File: config.mk
export PLATFORM = sky130hd
export DESIGN_NAME = array_24_ctrl
export DESIGN_NICKNAME = d
export VERILOG_FILES = /design/src/rtl/array_ctrl_pkg.sv /design/src/rtl/array_ctrl_rsp_fifo.sv /design/src/rtl/array_24_ctrl.sv
export SDC_FILE = /design/constraint.sdc
export NUM_CORES = 1
export LEC_CHECK = 0
export CORE_ASPECT_RATIO = 0.7
export CORE_UTILIZATION = 35
export CTS_CLUSTER_DIAMETER = 40
export DETAILED_ROUTE_END_ITERATION = 7
export GPL_TIMING_DRIVEN = 0
export PLACE_DENSITY_LB_ADDON = 0.3
export SYNTH_ARGS = -nofsm -noshare
export SYNTH_HDL_FRONTEND = slang
export SYNTH_SLANG_ARGS = --single-unit
export TNS_END_PERCENT = 100
File: constraint.sdc
create_clock -name clock -period 6.92 [get_ports clock]
set_input_delay 0.692 -clock clock [delete_from_list [all_inputs] [get_ports clock]]
set_output_delay 0.692 -clock clock [all_outputs]
set_load 0.005 [all_outputs]
File: src/rtl/array_ctrl_pkg.sv
// Shared constants and types for the 256x96 masked-array initiator.
package array_ctrl_pkg;

    localparam int ADDR_W        = 8;
    localparam int DATA_W        = 96;
    localparam int MASK_SEG      = 4;
    localparam int RSP_DEPTH_DEF = 2;

    typedef enum logic {
        ST_INIT = 1'b0,
        ST_RUN  = 1'b1
    } state_e;

    typedef struct packed {
        logic [ADDR_W-1:0]   addr;
        logic [MASK_SEG-1:0] mask;
        logic [DATA_W-1:0]   data;
    } req_t;

endpackage

File: src/rtl/array_ctrl_rsp_fifo.sv
// Read-response FIFO; data output is zero while empty so nothing leaks after reset.
module array_ctrl_rsp_fifo
    import array_ctrl_pkg::*;
#(
    parameter int DEPTH = RSP_DEPTH_DEF,
    parameter int WIDTH = DATA_W,
    parameter int CNT_W = $clog2(DEPTH + 1)
) (
    input  logic             clock,
    input  logic             reset_n,
    input  logic             push,
    input  logic [WIDTH-1:0] push_data,
    input  logic             pop,
    output logic             valid,
    output logic [WIDTH-1:0] data,
    output logic [CNT_W-1:0] count
);
    localparam int PTR_W = (DEPTH > 1) ? $clog2(DEPTH) : 1;

    logic [WIDTH-1:0] mem [DEPTH];
    logic [PTR_W-1:0] wr_ptr;
    logic [PTR_W-1:0] rd_ptr;

    always_ff @(posedge clock) begin
        if (!reset_n) begin
            wr_ptr <= '0;
            rd_ptr <= '0;
            count  <= '0;
        end else begin
            if (push) begin
                mem[wr_ptr] <= push_data;
                wr_ptr      <= (wr_ptr == PTR_W'(DEPTH - 1)) ? '0 : wr_ptr + PTR_W'(1);
            end
            if (pop) begin
                rd_ptr <= (rd_ptr == PTR_W'(DEPTH - 1)) ? '0 : rd_ptr + PTR_W'(1);
            end
            if (push && !pop) begin
                count <= count + CNT_W'(1);
            end else if (pop && !push) begin
                count <= count - CNT_W'(1);
            end
        end
    end

    always_comb begin
        valid = (count != '0);
        data  = valid ? mem[rd_ptr] : '0;
    end

    // The initiator's read credit must keep a push into a full buffer from ever happening.
    assert property (@(posedge clock) disable iff (!reset_n)
        (push && !pop) |-> (count < CNT_W'(DEPTH)));

endmodule

File: src/rtl/array_24_ctrl.sv
// Write/read arbiter and response path for the 256x96 single-port masked array.
// Define ARRAY_CTRL_INIT_EN to zero-fill the array after reset before accepting requests.
module array_24_ctrl
    import array_ctrl_pkg::*;
#(
    parameter int RSP_DEPTH = RSP_DEPTH_DEF
) (
    input  logic                clock,
    input  logic                reset_n,
    input  logic                wr_valid,
    output logic                wr_ready,
    input  logic [ADDR_W-1:0]   wr_addr,
    input  logic [MASK_SEG-1:0] wr_mask,
    input  logic [DATA_W-1:0]   wr_data,
    input  logic                rd_valid,
    output logic                rd_ready,
    input  logic [ADDR_W-1:0]   rd_addr,
    output logic                rsp_valid,
    input  logic                rsp_ready,
    output logic [DATA_W-1:0]   rsp_data,
    output logic                init_done,
    output logic [ADDR_W-1:0]   RW0_addr,
    output logic                RW0_en,
    output logic                RW0_wmode,
    output logic [MASK_SEG-1:0] RW0_wmask,
    output logic [DATA_W-1:0]   RW0_wdata,
    input  logic [DATA_W-1:0]   RW0_rdata
);
    localparam int CNT_W = $clog2(RSP_DEPTH + 1);
`ifdef ARRAY_CTRL_INIT_EN
    localparam state_e RESET_STATE = ST_INIT;
`else
    localparam state_e RESET_STATE = ST_RUN;
`endif

    state_e            state_q, state_d;
    logic              live_q;
    logic [ADDR_W-1:0] init_addr_q;
    logic              rr_rd_q;
    logic              inflight_q;
    logic              rsp_pop, credit_ok, contested, gnt_wr, gnt_rd;
    logic [CNT_W-1:0]  rsp_count;
    req_t              wr_req, rd_req, op_req;

    array_ctrl_rsp_fifo #(
        .DEPTH (RSP_DEPTH),
        .WIDTH (DATA_W),
        .CNT_W (CNT_W)
    ) u_rsp_fifo (
        .clock     (clock),
        .reset_n   (reset_n),
        .push      (inflight_q),
        .push_data (RW0_rdata),
        .pop       (rsp_pop),
        .valid     (rsp_valid),
        .data      (rsp_data),
        .count     (rsp_count)
    );

    always_ff @(posedge clock) begin
        if (!reset_n) begin
            state_q     <= RESET_STATE;
            live_q      <= 1'b0;
            init_addr_q <= '0;
            rr_rd_q     <= 1'b0;
            inflight_q  <= 1'b0;
        end else begin
            state_q    <= state_d;
            live_q     <= 1'b1;
            inflight_q <= gnt_rd;
            if (state_q == ST_INIT && live_q) begin
                init_addr_q <= init_addr_q + ADDR_W'(1);
            end
            if (contested) begin
                rr_rd_q <= ~rr_rd_q;
            end
        end
    end

    // Readiness is "would be granted if valid", so it never looks at its own channel's valid.
    always_comb begin
        wr_req    = '{addr: wr_addr, mask: wr_mask, data: wr_data};
        rd_req    = '{addr: rd_addr, mask: '0, data: '0};
        rsp_pop   = rsp_valid && rsp_ready;
        credit_ok = (int'(inflight_q) + int'(rsp_count) - int'(rsp_pop)) < RSP_DEPTH;
        init_done = live_q && (state_q == ST_RUN);
        wr_ready  = init_done && !(rd_valid && credit_ok && rr_rd_q);
        rd_ready  = init_done && credit_ok && !(wr_valid && !rr_rd_q);
        gnt_wr    = wr_valid && wr_ready;
        gnt_rd    = rd_valid && rd_ready;
        contested = init_done && wr_valid && rd_valid && credit_ok;

        state_d   = state_q;
        op_req    = '0;
        RW0_en    = 1'b0;
        RW0_wmode = 1'b0;
        if (state_q == ST_INIT) begin
            if (live_q) begin
                op_req    = '{addr: init_addr_q, mask: '1, data: '0};
                RW0_en    = 1'b1;
                RW0_wmode = 1'b1;
                if (init_addr_q == '1) begin
                    state_d = ST_RUN;
                end
            end
        end else if (gnt_wr) begin
            op_req    = wr_req;
            RW0_en    = 1'b1;
            RW0_wmode = 1'b1;
        end else if (gnt_rd) begin
            op_req = rd_req;
            RW0_en = 1'b1;
        end
        RW0_addr  = op_req.addr;
        RW0_wmask = op_req.mask;
        RW0_wdata = op_req.data;
    end

endmodule

==> impl_metrics.py <==
metrics = {
    "outcome": {
        "status": "completed",
    },
    "sta": {
        "final_max_slew_viol_count": 0,
        "fin_skew_ns": 0.01918,
        "rsz0062_at_grt": "no",
        "min_period_ns": 4.688,
        "fin_crit_sh_pct": 67.74,
        "whs_ns": 0.4955,
        "tightest_slew_ns": 0.8163,
        "fmax_mhz": 213.3,
        "slew_headroom_pct": 45.38,
        "setup_viol": 0,
        "finalHoldViolations": 0,
    },
    "job": {
        "drv_cap": 0,
    },
    "synth": {
        "synth_seq_area_share_pct": 68.79,
        "synth_edf_count": 192,
        "postSynthAreaPerCell_um2": 14.02,
        "yosys_warnings": 0,
        "synth_nets": 853,
        "synthFlopType": "edfxtp_1",
        "synth_cell_types": 31,
        "synth-seq-cells": 209,
        "synth_cells": 633,
        "synthArstFlopShare_pct": 0,
        "syn_area_mm2": 0.008876,
    },
    "power": {
        "vdd.ir_drop.worst_uv": 212.1,
        "p_per_area_mw_per_mm2": 286.9,
        "leakage_nw": 4.925,
    },
    "critical_path": {
        "cp_top_family": "compound AO/OA/AOI/OAI gates",
        "path_cells": "clkdlybuf4s50_1 > o21ai_0 > nor2_1 > o21ai_0 > fa_1 > xor2_1 > a2111oi_4 > a221o_1 > clkdlybuf4s50_1",
        "cp-end-kind": "output pin",
        "setup.worst_path.start": "rsp_ready",
        "cp_num_buf_inv": 2,
        "startpoint_type": "primary input",
        "cp.arrival_ns": 4.00,
        "critical_path_required_ns": 6.23,
        "slowest_stage": "a2111oi_4",
        "worstSetupPathType": "primary input to output pin",
        "critPathMaxFanout": 9,
        "r2r-start": "u_rsp_fifo.count[0]",
        "critPathMaxStageDelay_ns": 0.62,
    },
    "placement": {
        "place_congestion": 0.9469,
        "dp.cells": 1388,
        "port-buffer-count": 426,
        "hpwl_mm": 26.72,
    },
    "cts": {
        "cts_buffer_depth": 3,
        "cts.sinks": 209,
        "ctsHoldBuffers": 0,
        "cts_setup_buffers": 0,
        "clock_tree.root_cell": "clkbuf_16",
        "clk_latency_ns": 0.54,
        "htreeDepth": 1,
        "cts_buffers": 27,
        "cts_resized": 0,
        "cts_tree": "yes",
        "clk_pin_slew_worst_paths_ns": 0.06,
    },
    "detailed_routing": {
        "wl_mm": 33.24,
        "drtIter0Drc": 397,
        "vias": 6840,
        "first_pass_iters": 4,
        "viasPerCell": 4.737,
        "ant_nets": 0,
        "routedWlPerCell_um": 23.02,
        "drc_errors": 0,
    },
    "floorplan": {
        "fp.dieW_um": 192.3,
        "rows": 48,
        "die_height_um": 135.2,
        "start_util_pct": 35.87,
        "die_area_mm2": 0.02601,
        "core_mm2": 0.02474,
        "io_pins": 427,
    },
    "layout": {
        "area_delta_synth_final_pct": 63.29,
        "fillers": 2033,
        "multiInputGateArea_mm2": 0.002582,
        "fin_util_pct": 58.58,
        "nets": 1312,
        "drive_above_1_share_pct": 6.391,
        "seq_area_mm2": 0.006106,
        "instances_no_fill": 1444,
    },
    "grt": {
        "use_met2_pct": 37.41,
        "gr-usage-met1_pct": 31.66,
        "antenna_found_initial": 7,
        "grt_overflow": 0,
        "grt_pass1_wl_mm": 45.41,
        "grt_pass1_vias": 6790,
        "grt_util_met3_pct": 11.68,
        "grt_util_all_layers_pct": 24.92,
        "busiest_layer": "met2",
        "grt_max_degree": 51,
    },
    "min_path": {
        "worst_hold_path_type": "register to register",
        "hp-start": "rr_rd_q",
    },
}
==> per-stage QoR <==
stage                     area (µm²)  setup slack (ns)  total power [W]  setup TNS, ns
after floorplan                 8876             1.615         0.002090              0
after global placement         13550            -1.505         0.002908        -143.91
after detailed placement       13650             2.276         0.002908              0
after CTS                      14470             2.262         0.004193              0
after global routing           14490             2.119         0.004339              0
final                          14490             2.232         0.004158              0
==> sequential cells by signal (all words and copies together) (netlist names), named ones only <==
register / flops
rr_rd_q: 1
live_q: 1
init_addr_q: 8
u_rsp_fifo.rd_ptr: 1
u_rsp_fifo.mem: 192
inflight_q: 1
u_rsp_fifo.count: 2
u_rsp_fifo.wr_ptr: 1
state_q: 1
==> worst paths after layout <==
| check | end | slack, ns | cells past startpoint |
|---|---|---|---|
| max | RW0_addr[3] | 2.23 | 9 |
| max reg2reg | inflight_q | 4.23 | 8 |
| min | rr_rd_q | 0.50 | 2 |
| min reg2reg | rr_rd_q | 0.50 | 2 |
==> cells by family after synthesis <==
group                      count (synthesis)  share of synthesized area, %
AOI/OAI and AO/OA                         35                         3.115
xor gates and xnor gates                   8                        0.8740
adders and majority gates                  3                        0.5074
buffers and inverters                     43                         2.255
DFF                                      209                         68.79
muxes                                     96                         10.83
and+or+nand+nor                          239                         13.63
==> area by class of cell <==
cell class,count,area share (%)
Sequential cell,209,42.13
Timing Repair Buffer,430,30.02
Multi-Input combinational cell,381,17.82
Clock buffer,31,4.765
Tap cell,325,2.806
Buffer,37,1.226
Clock inverter,17,0.9410
Inverter,6,0.1554
Antenna cell,8,0.1381
==> worst register-to-register path, delay by kind of cell (launching register included) <==
kind / cells / cell delay [ns]
flip-flops: 1 / 0.30
XOR/XNOR: 1 / 0.23
AND/OR/NAND/NOR: 2 / 0.42
adder cells (fa/ha/maj): 1 / 0.46
buffers and inverters: 1 / 0.23
AO/OA/AOI/OAI: 3 / 1.00
==> report_power, final <==
part	internal (W)	switching, W
Clock	0.000731	0.000546
Sequential	0.00142	0.0000135
Combinational	0.000776	0.000669
Total	0.00293	0.00123
==> cell usage after synthesis, types with 5 or more instances <==
cell | number | area (µm²)
a221o_1 | 8 | 80.08
nand2_1 | 8 | 30.03
xor2_1 | 5 | 43.79
dfxtp_1 | 17 | 340.3
a21oi_1 | 10 | 50.05
edfxtp_1 | 192 | 5766
nor2_1 | 107 | 401.6
and2_1 | 104 | 650.6
inv_1 | 6 | 22.52
o21ai_0 | 5 | 25.02
buf_2 | 19 | 95.09
clkbuf_1 | 16 | 60.06
mux2i_1 | 96 | 960.9
==> routing by layer <==
metal / part of all wire [%] / routed length [µm] / up-vias
li1: - / - / 3206
met1: 41 / 13560 / 3275
met2: 45 / 14950 / 314
met3: 12 / 3991 / 43
met4: 2.2 / 739 / 2
met5: 0.024 / 8 / -
==> cell usage in the layout, fill, tap and decap left out, drive strengths merged <==
master and n:
edfxtp 192, ha 2, nand2 8, clkinv 8, dfxtp 17, nor2b 2, xor2 5, o21ai 5
a21oi 11, inv 12, nor2 107, nand3 4, o311ai 1, mux2i 96, xnor2 3, a2111oi 1
or4 4, and3 3, nand2b 2, a221o 8, nand3b 2, or3 3, clkbuf 47, o31a 1
diode 8, and2 104, o31ai 4, a21o 4, fa 1, buf 25, clkinvlp 3, clkdlybuf4s50 426
(Power assumes the default switching activity.)
